**config.mk**
```make
export PLATFORM = sky130hd
export DESIGN_NAME = fifo_wr_arbiter
export DESIGN_NICKNAME = d
export VERILOG_FILES = /design/src/rtl/fifo_wr_arbiter.sv
export SDC_FILE = /design/constraint.sdc
export NUM_CORES = 1
export LEC_CHECK = 0
export BUFFER_PORTS_ARGS = -buffer_cell sky130_fd_sc_hd__buf_2
export CAP_MARGIN = 20
export CORE_AREA = 4 4 76 78
export DETAILED_ROUTE_END_ITERATION = 16
export DIE_AREA = 0 0 80 82
export GPL_ROUTABILITY_DRIVEN = 0
export PLACE_DENSITY_LB_ADDON = 0.2
export SETUP_SLACK_MARGIN = 0.15
export SYNTH_ARGS = -nofsm -noshare
export SYNTH_HDL_FRONTEND = slang
export SYNTH_SLANG_ARGS = --single-unit
```
**constraint.sdc**
```tcl
create_clock -name wr_clk -period 1.95 [get_ports wr_clk]
set_clock_uncertainty 0.05 [all_clocks]
set_input_delay 0.39 -clock wr_clk [delete_from_list [all_inputs] [get_ports wr_clk]]
set_output_delay 0.39 -clock wr_clk [all_outputs]
set_load 0.01 [all_outputs]
```
**src/rtl/fifo_wr_arbiter.sv**
```systemverilog
// Round-robin, packet-locked arbiter sharing one async FIFO write port among NUM_REQ requesters.
// Optional admission control and post-packet GAP state enabled by `define FIFO_WR_ARB_ADMIT_EN.
module fifo_wr_arbiter #(
  parameter int NUM_REQ = 4,
  parameter int DWIDTH  = 32,
  parameter int DEPTH   = 16,
  parameter int MAX_PKT = 8
) (
  input  logic                                wr_clk,
  input  logic                                rst,
  input  logic [NUM_REQ-1:0]                  req_valid,
  input  logic [NUM_REQ*DWIDTH-1:0]           req_data,
  input  logic [NUM_REQ-1:0]                  req_last,
  output logic [NUM_REQ-1:0]                  req_ready,
  output logic                                fifo_wr_en,
  output logic [DWIDTH+$clog2(NUM_REQ):0]     fifo_wr_data,
  input  logic                                fifo_wr_full,
  input  logic [$clog2(DEPTH):0]              fifo_cnt_wr_synced,
  output logic [$clog2(NUM_REQ)-1:0]          grant_id,
  output logic                                busy,
  output logic                                oversize_err
);

  localparam int IDW   = $clog2(NUM_REQ);
  localparam int CNT_W = $clog2(DEPTH) + 1;
  localparam int BCW   = $clog2(MAX_PKT + 1);
  localparam logic [BCW-1:0] BEAT_MAX_C = BCW'(MAX_PKT - 1);

  typedef enum logic [1:0] {
    IDLE = 2'd0,
    XFER = 2'd1,
    GAP  = 2'd2
  } state_t;

  state_t           state_q, state_d;
  logic [IDW-1:0]   grant_q, grant_d;
  logic [IDW-1:0]   rr_q, rr_d;
  logic             busy_q, busy_d;
  logic             oversize_q, oversize_d;
  logic [BCW-1:0]   beat_q, beat_d;
  logic             gap_q, gap_d;
  logic [IDW-1:0]   pick_s;
  logic             pick_vld_s;
  logic             admit_s;
  logic             fire_s;
  logic             last_s;
  logic [DWIDTH-1:0] data_s;

`ifdef FIFO_WR_ARB_ADMIT_EN
  // Admit only when a maximum-length packet is guaranteed to fit.
  localparam logic [CNT_W-1:0] ADMIT_LIMIT_C = CNT_W'(DEPTH - MAX_PKT);
  localparam state_t DONE_ST = GAP;
  assign admit_s = (fifo_cnt_wr_synced <= ADMIT_LIMIT_C);
`else
  localparam state_t DONE_ST = IDLE;
  logic unused_cnt_s;
  assign admit_s      = 1'b1;
  assign unused_cnt_s = ^fifo_cnt_wr_synced;
`endif

  // Round-robin pick: descending scan so the nearest requester after rr wins.
  always_comb begin
    logic [IDW:0] sum_v;
    pick_s     = '0;
    pick_vld_s = |req_valid;
    for (int i = NUM_REQ; i >= 1; i--) begin
      sum_v = {1'b0, rr_q} + (IDW+1)'(i);
      if (sum_v >= (IDW+1)'(NUM_REQ)) begin
        sum_v = sum_v - (IDW+1)'(NUM_REQ);
      end else begin
        sum_v = sum_v;
      end
      if (req_valid[sum_v[IDW-1:0]]) begin
        pick_s = sum_v[IDW-1:0];
      end else begin
        pick_s = pick_s;
      end
    end
  end

  // Route the granted requester's beat onto the FIFO write bus.
  always_comb begin
    data_s = '0;
    for (int i = 0; i < NUM_REQ; i++) begin
      if (IDW'(i) == grant_q) begin
        data_s = req_data[i*DWIDTH +: DWIDTH];
      end else begin
        data_s = data_s;
      end
    end
  end

  assign last_s       = req_last[grant_q];
  assign fire_s       = req_valid[grant_q] & ~fifo_wr_full;
  assign fifo_wr_data = {grant_q, last_s, data_s};
  assign grant_id     = grant_q;
  assign busy         = busy_q;
  assign oversize_err = oversize_q;

  // Next-state, handshake and write-strobe logic.
  always_comb begin
    state_d    = state_q;
    grant_d    = grant_q;
    rr_d       = rr_q;
    busy_d     = busy_q;
    oversize_d = oversize_q;
    beat_d     = beat_q;
    gap_d      = gap_q;
    req_ready  = '0;
    fifo_wr_en = 1'b0;
    case (state_q)
      IDLE: begin
        if (pick_vld_s && admit_s) begin
          grant_d = pick_s;
          busy_d  = 1'b1;
          state_d = XFER;
        end else begin
          state_d = IDLE;
        end
      end
      XFER: begin
        req_ready[grant_q] = ~fifo_wr_full;
        fifo_wr_en         = fire_s;
        if (fire_s && last_s) begin
          rr_d    = grant_q;
          beat_d  = '0;
          busy_d  = 1'b0;
          gap_d   = 1'b0;
          state_d = DONE_ST;
        end else if (fire_s) begin
          // Saturate the count; the packet keeps flowing past MAX_PKT.
          if (beat_q == BEAT_MAX_C) begin
            oversize_d = 1'b1;
          end else begin
            beat_d = beat_q + BCW'(1);
          end
        end else begin
          state_d = XFER;
        end
      end
      GAP: begin
        if (gap_q) begin
          gap_d   = 1'b0;
          state_d = IDLE;
        end else begin
          gap_d = 1'b1;
        end
      end
      default: begin
        state_d = IDLE;
      end
    endcase
  end

  // State registers with synchronous reset.
  always_ff @(posedge wr_clk) begin
    if (rst) begin
      state_q    <= IDLE;
      grant_q    <= '0;
      rr_q       <= IDW'(NUM_REQ - 1);
      busy_q     <= 1'b0;
      oversize_q <= 1'b0;
      beat_q     <= '0;
      gap_q      <= 1'b0;
    end else begin
      state_q    <= state_d;
      grant_q    <= grant_d;
      rr_q       <= rr_d;
      busy_q     <= busy_d;
      oversize_q <= oversize_d;
      beat_q     <= beat_d;
      gap_q      <= gap_d;
    end
  end

endmodule

```
==> results.json, run 1 <==
{
  "reg2reg_depth": 6,
  "hold_path_startpoint": "rst",
  "synth.net_count": 266,
  "grt_overflow_total": 0,
  "hold-path-cell-count": 2,
  "tritoncts": "done",
  "first_iter_violations": 40,
  "finalSetupViolations": 6,
  "antenna_found_initial": 7,
  "dp_slack_ns": 0.1012,
  "die_h_um": 82,
  "root_buffer": "clkbuf_8",
  "max-slew-margin-rel_pct": 79.04,
  "drv_cap": 0,
  "ys_ff_latch": 11,
  "grt_pass1_wl_um": 9073,
  "grt_usage_pct": 17.79,
  "finalCritPeriodShare_pct": 101.5,
  "rows": 26,
  "via_count": 1902,
  "drc_errors": 0,
  "dp_hpwl_um": 5408,
  "ioPinCount": 188,
  "status": "finished, violations left",
  "syn_inst": 121,
  "power_mw": 1.240,
  "routedWlPerCell_um": 16.94,
  "rsz0062_at_grt": "true",
  "violations": "negative setup slack",
  "syn-cell-area_mm2": 0.001454,
  "crit_arrival_ns": 2.08,
  "cts_made_buffers": 3,
  "reg2reg_slack_ns": -0.03,
  "layout.nets": 461,
  "ctsHoldBuffers": 0,
  "ir_drop_mv": 0.4824,
  "wirelength_um": 6574,
  "min_period_ns": 1.979,
  "cp-start-kind": "flip-flop",
  "clk_latency_ns": 0.24,
  "syn_avg_cell_area_um2": 12.02,
  "grt_max_degree": 24,
  "initial_core_util_pct": 28.65,
  "worstPathRequired_ns": 2.05,
  "port_buffers": 182,
  "area_growth_pct": 97.59,
  "setup_slack_ns": -0.02871,
  "ctsHtreeMaxLevel": 1,
  "cts_sinks": 11,
  "holdPathEnd": "grant_id[1]",
  "tightest_slew_ns": 0.3133,
  "drive_above_1_share_pct": 80.00,
  "dr_wl_met2_um": 3380,
  "route.top_layer_used": "met5",
  "wl_met3_um": 801,
  "first_pass_iters": 4,
  "antenna_left": 0,
  "hold_viol": 0,
  "critPathCaptureType": "flip-flop",
  "path_max_fanout": 5,
  "leakagePower_nw": 1.361,
  "clock.fmax_mhz": 505.4,
  "first_global_vias": 1791,
  "synth_warnings": 0,
  "vias_per_cell": 4.902,
  "die-width_um": 80,
  "powerDensity_mw_per_mm2": 431.5,
  "wl_met1_um": 2288,
  "rr_endpoint": "beat_q[0]",
  "layout_commonest_cell": "buf_2",
  "slew_viol_final": 0,
  "yosysSeqAreaShare_pct": 15.15,
  "critical_path_class": "reg2reg",
  "tns_ns": -0.05673,
  "ys_types": 38,
  "reg2reg_from": "grant_id[0]",
  "core_mm2": 0.005075,
  "holdWs_ns": 0.4068,
  "clk_pin_slew_worst_paths_ns": 0.05,
  "die_area_mm2": 0.006560,
  "cts_buffer_depth": 2,
  "layout_common_cells": "buf_2 (151), buf_6 (36), mux4_2 (34), buf_4 (13)",
  "hold_class": "in2reg"
}
==> how the worst max path moves through the flow <==
stage	start	endpoint	slack, ns	depth (start not counted)
6_report	grant_id[0]	beat_q[0]	-0.03	6
5_1_grt	grant_id[0]	fifo_wr_data[5]	-0.06	3
4_1_cts	grant_id[0]	fifo_wr_data[32]	-0.02	3
3_5_place_dp	req_last[3]	beat_q[0]	0.10	6
3_3_place_gp	req_last[3]	beat_q[0]	0.13	6
2_1_floorplan	grant_id[0]	beat_q[0]	0.16	6
==> state kept, by name, summed over array words and instances, names as in the netlist <==
register,count
oversize_err,1
rr_q,2
grant_id,2
beat_q,4
state_q,1
busy,1
==> layer usage <==
metal  global-route usage (%)  vias up
li1                         -      891
met1                    20.18      888
met2                    31.37       99
met3                    8.772       14
met4                    1.689       10
met5                        0        -
==> worst max-delay path, stage by stage, from the launching register on <==
cell and delay (ns):
dfxtp_4 0.43, buf_6 0.14, mux4_2 0.57, nor3_4 0.21
nor2_2 0.07, or3b_1 0.35, o31ai_1 0.07
==> timing repair <==
item	CTS	global route
setup endpoints to repair	37	43
cloned	1	0
buffers inserted	5	5
endpoints found under the hold margin	0	0
pin swaps	4	4
gates resized for setup	37	15
==> kinds of logic after synthesis <==
group	Yosys count	share of synthesized area, %
muxes	36	54.04
and+or+nand+nor	31	12.05
AOI/OAI and AO/OA	22	9.984
buffers and inverters	18	6.712
DFF	11	15.15
xor gates and xnor gates	2	1.205
adders and majority gates	1	0.8604
==> where the power goes <==
part,total [mW],switching [mW],internal (mW)
clock network,0.231,0.0873,0.144
registers,0.252,0.0160,0.236
logic,0.757,0.278,0.478
total,1.24,0.382,0.858
==> stage by stage <==
step	cells	instance area, um^2	util (%)
floorplan	121	1489	-
global placement	370	2469	48.64
detailed placement	370	2469	48.64
CTS	380	2763	54.44
global route	387	2870	56.56
finish	388	2873	56.61
==> final cells by class <==
class / count / area (um^2)
Fill cell: 456 / 2202
Sequential cell: 11 / 229.0
Clock buffer: 4 / 45.04
Inverter: 5 / 18.77
Multi-Input combinational cell: 92 / 1159
Timing Repair Buffer: 203 / 1326
Antenna cell: 3 / 7.507
Tap cell: 70 / 87.58
==> synthesized netlist by cell type (all sizes together) <==
library cell	number	area share, %
a21oi	4	1.4
mux2i	2	1.4
nand3b	1	0.52
ha	1	0.86
and2	1	0.43
inv	5	1.3
xnor2	1	0.60
nand2b	2	0.86
o32a	1	0.69
buf	8	4.1
o21a	1	0.52
a211oi	1	0.52
mux4	34	53
o21bai	1	0.52
a211o	1	0.60
clkbuf	5	1.3
o22ai	2	0.86
a311oi	1	0.60
o22a	1	0.60
or3b	2	1.4
xor2	1	0.60
o31ai	1	0.52
nand3	1	0.34
o21ai	5	1.7
nor3b	2	1.0
nor2b	1	0.43
a31oi	1	0.43
dfxtp	11	15
o211ai	2	1.0
nand2	5	1.3
nor2	11	2.8
nor4	1	0.43
nor3	4	2.5
No activity file was read; power rests on OpenSTA's default activity.
==> run 2, diff against run 1 <==
--- a/config.mk
+++ b/config.mk
@@ -12,7 +12,6 @@
 export DIE_AREA = 0 0 80 82
 export GPL_ROUTABILITY_DRIVEN = 0
 export PLACE_DENSITY_LB_ADDON = 0.2
-export SETUP_SLACK_MARGIN = 0.15
 export SYNTH_ARGS = -nofsm -noshare
 export SYNTH_HDL_FRONTEND = slang
 export SYNTH_SLANG_ARGS = --single-unit
==> results.json, run 2 (synthesis gave the netlist of run 1 again) <==
{
  "status": "finished, violations left",
  "violations": "negative setup slack",
  "place_area_mm2": 0.002460,
  "clock.fmax_mhz": 504.7,
  "initial_core_util_pct": 28.65,
  "cp-start-kind": "flip-flop",
  "tritoncts": "done",
  "max-slew-margin-rel_pct": 77.61,
  "critPathCaptureType": "output port",
  "hold_class": "reg2reg",
  "path_max_fanout": 7,
  "layout.cells.non_filler": 379,
  "first_global_vias": 1788,
  "die_h_um": 82,
  "tightest_slew_ns": 0.3327,
  "routedWlPerCell_um": 16.69,
  "power_frac_seq_pct": 21.6,
  "first_pass_iters": 4,
  "power_mw": 1.158,
  "crit_arrival_ns": 1.54,
  "ctsHtreeMaxLevel": 1,
  "dp_slack_ns": 0.08255,
  "via_count": 1823,
  "layout.nets": 454,
  "cts_buffer_depth": 2,
  "antenna_left": 0,
  "slew_viol_final": 0,
  "leakagePower_nw": 1.294,
  "core_mm2": 0.005075,
  "drive_above_1_share_pct": 77.92,
  "p_switching_mw": 0.3578,
  "finalCritPeriodShare_pct": 101.6,
  "first_iter_violations": 40,
  "die-width_um": 80,
  "ioPinCount": 188,
  "clkPwrFrac_pct": 19.6,
  "hold_viol": 0,
  "fin_util_pct": 53.06,
  "ir_drop_mv": 0.7450,
  "critical_path_class": "reg2out",
  "finalInstanceArea_mm2": 0.002693,
  "cts_made_buffers": 3,
  "grt_usage_pct": 17.41,
  "grt_pass1_wl_um": 8811,
  "die_area_mm2": 0.006560,
  "wirelength_um": 6326,
  "worstPathRequired_ns": 1.51,
  "rsz0062_at_grt": "true",
  "clk_pin_slew_worst_paths_ns": 0.05,
  "grt_max_degree": 36,
  "min_period_ns": 1.981,
  "dp.cells": 368,
  "rows": 26,
  "grt_overflow_total": 0,
  "ctsHoldBuffers": 0,
  "area_growth_pct": 85.20,
  "dp_hpwl_um": 5357,
  "tns_ns": -0.2117,
  "layout_common_cells": "buf_2 (173), mux4_2 (34), nor2_1 (11), buf_6 (9)",
  "layout_commonest_cell": "buf_2",
  "largest_reg_flops": 4,
  "cts_sinks": 11,
  "finalSetupViolations": 13,
  "root_buffer": "clkbuf_8",
  "clk_latency_ns": 0.23,
  "largest-register": "beat_q",
  "comb_power_share_pct": 58.8,
  "holdWs_ns": 0.4105,
  "internal_power_mw": 0.8005,
  "vias_per_cell": 4.810,
  "setup_slack_ns": -0.03129,
  "powerDensity_mw_per_mm2": 430.2,
  "drc_errors": 0,
  "p_sw_share_pct": 30.89,
  "drv_cap": 0,
  "port_buffers": 182,
  "antenna_found_initial": 1
}
## run 2: cell types whose count changed in the layout (fill, tap and decap cells not counted), sizes merged
cell and delta:
buf -8, diode -2, bufbuf +1
## run 2: power by group through the flow
stage | registers, mW | clock network (mW) | logic, mW
4_1_cts | 0.251 | 0.231 | 0.657
3_3_place_gp | 0.256 | 0 | 0.587
2_1_floorplan | 0.251 | 0 | 0.338
5_1_grt | 0.253 | 0.245 | 0.734
3_5_place_dp | 0.256 | 0 | 0.595
6_report | 0.251 | 0.227 | 0.681
## run 2: critical path, stage by stage, from the launching register on
cell and delay [ns]:
dfxtp_4 0.38, bufbuf_16 0.28, mux4_2 0.49, buf_2 0.16
## run 2: area by class of cell
cell class,instances,area (um^2)
repair buffers,196,1175
inverters,5,18.77
clock buffers,4,45.04
multi-input cells,92,1137
fillers,472,2382
diodes,1,2.502
well taps,70,87.58
flip-flops and latches,11,226.5
## run 2: metal layers
| layer | wire length, um | GRT usage (%) | share of wire, % |
|---|---|---|---|
| met1 | 2040 | 18.77 | 32 |
| met3 | 494 | 3.289 | 7.8 |
| met4 | 204 | 6.081 | 3.2 |
| met2 | 3588 | 33.69 | 57 |
| met5 | 0 | 0 | 0 |
## run 2: worst paths after layout
path	from	endpoint	slack, ns	cells past startpoint
min	busy	busy	0.41	1
max reg2reg	grant_id[0]	beat_q[0]	0.07	6
min reg2reg	busy	busy	0.41	1
max	grant_id[0]	fifo_wr_data[1]	-0.03	3
## run 2: repair_timing
item                                    4_1_cts  5_1_grt
setup buffers                                 2        1
endpoints found under the setup margin       33       30
pin swaps                                     1        1
gates resized for setup                       6        9
cloned                                        3        0
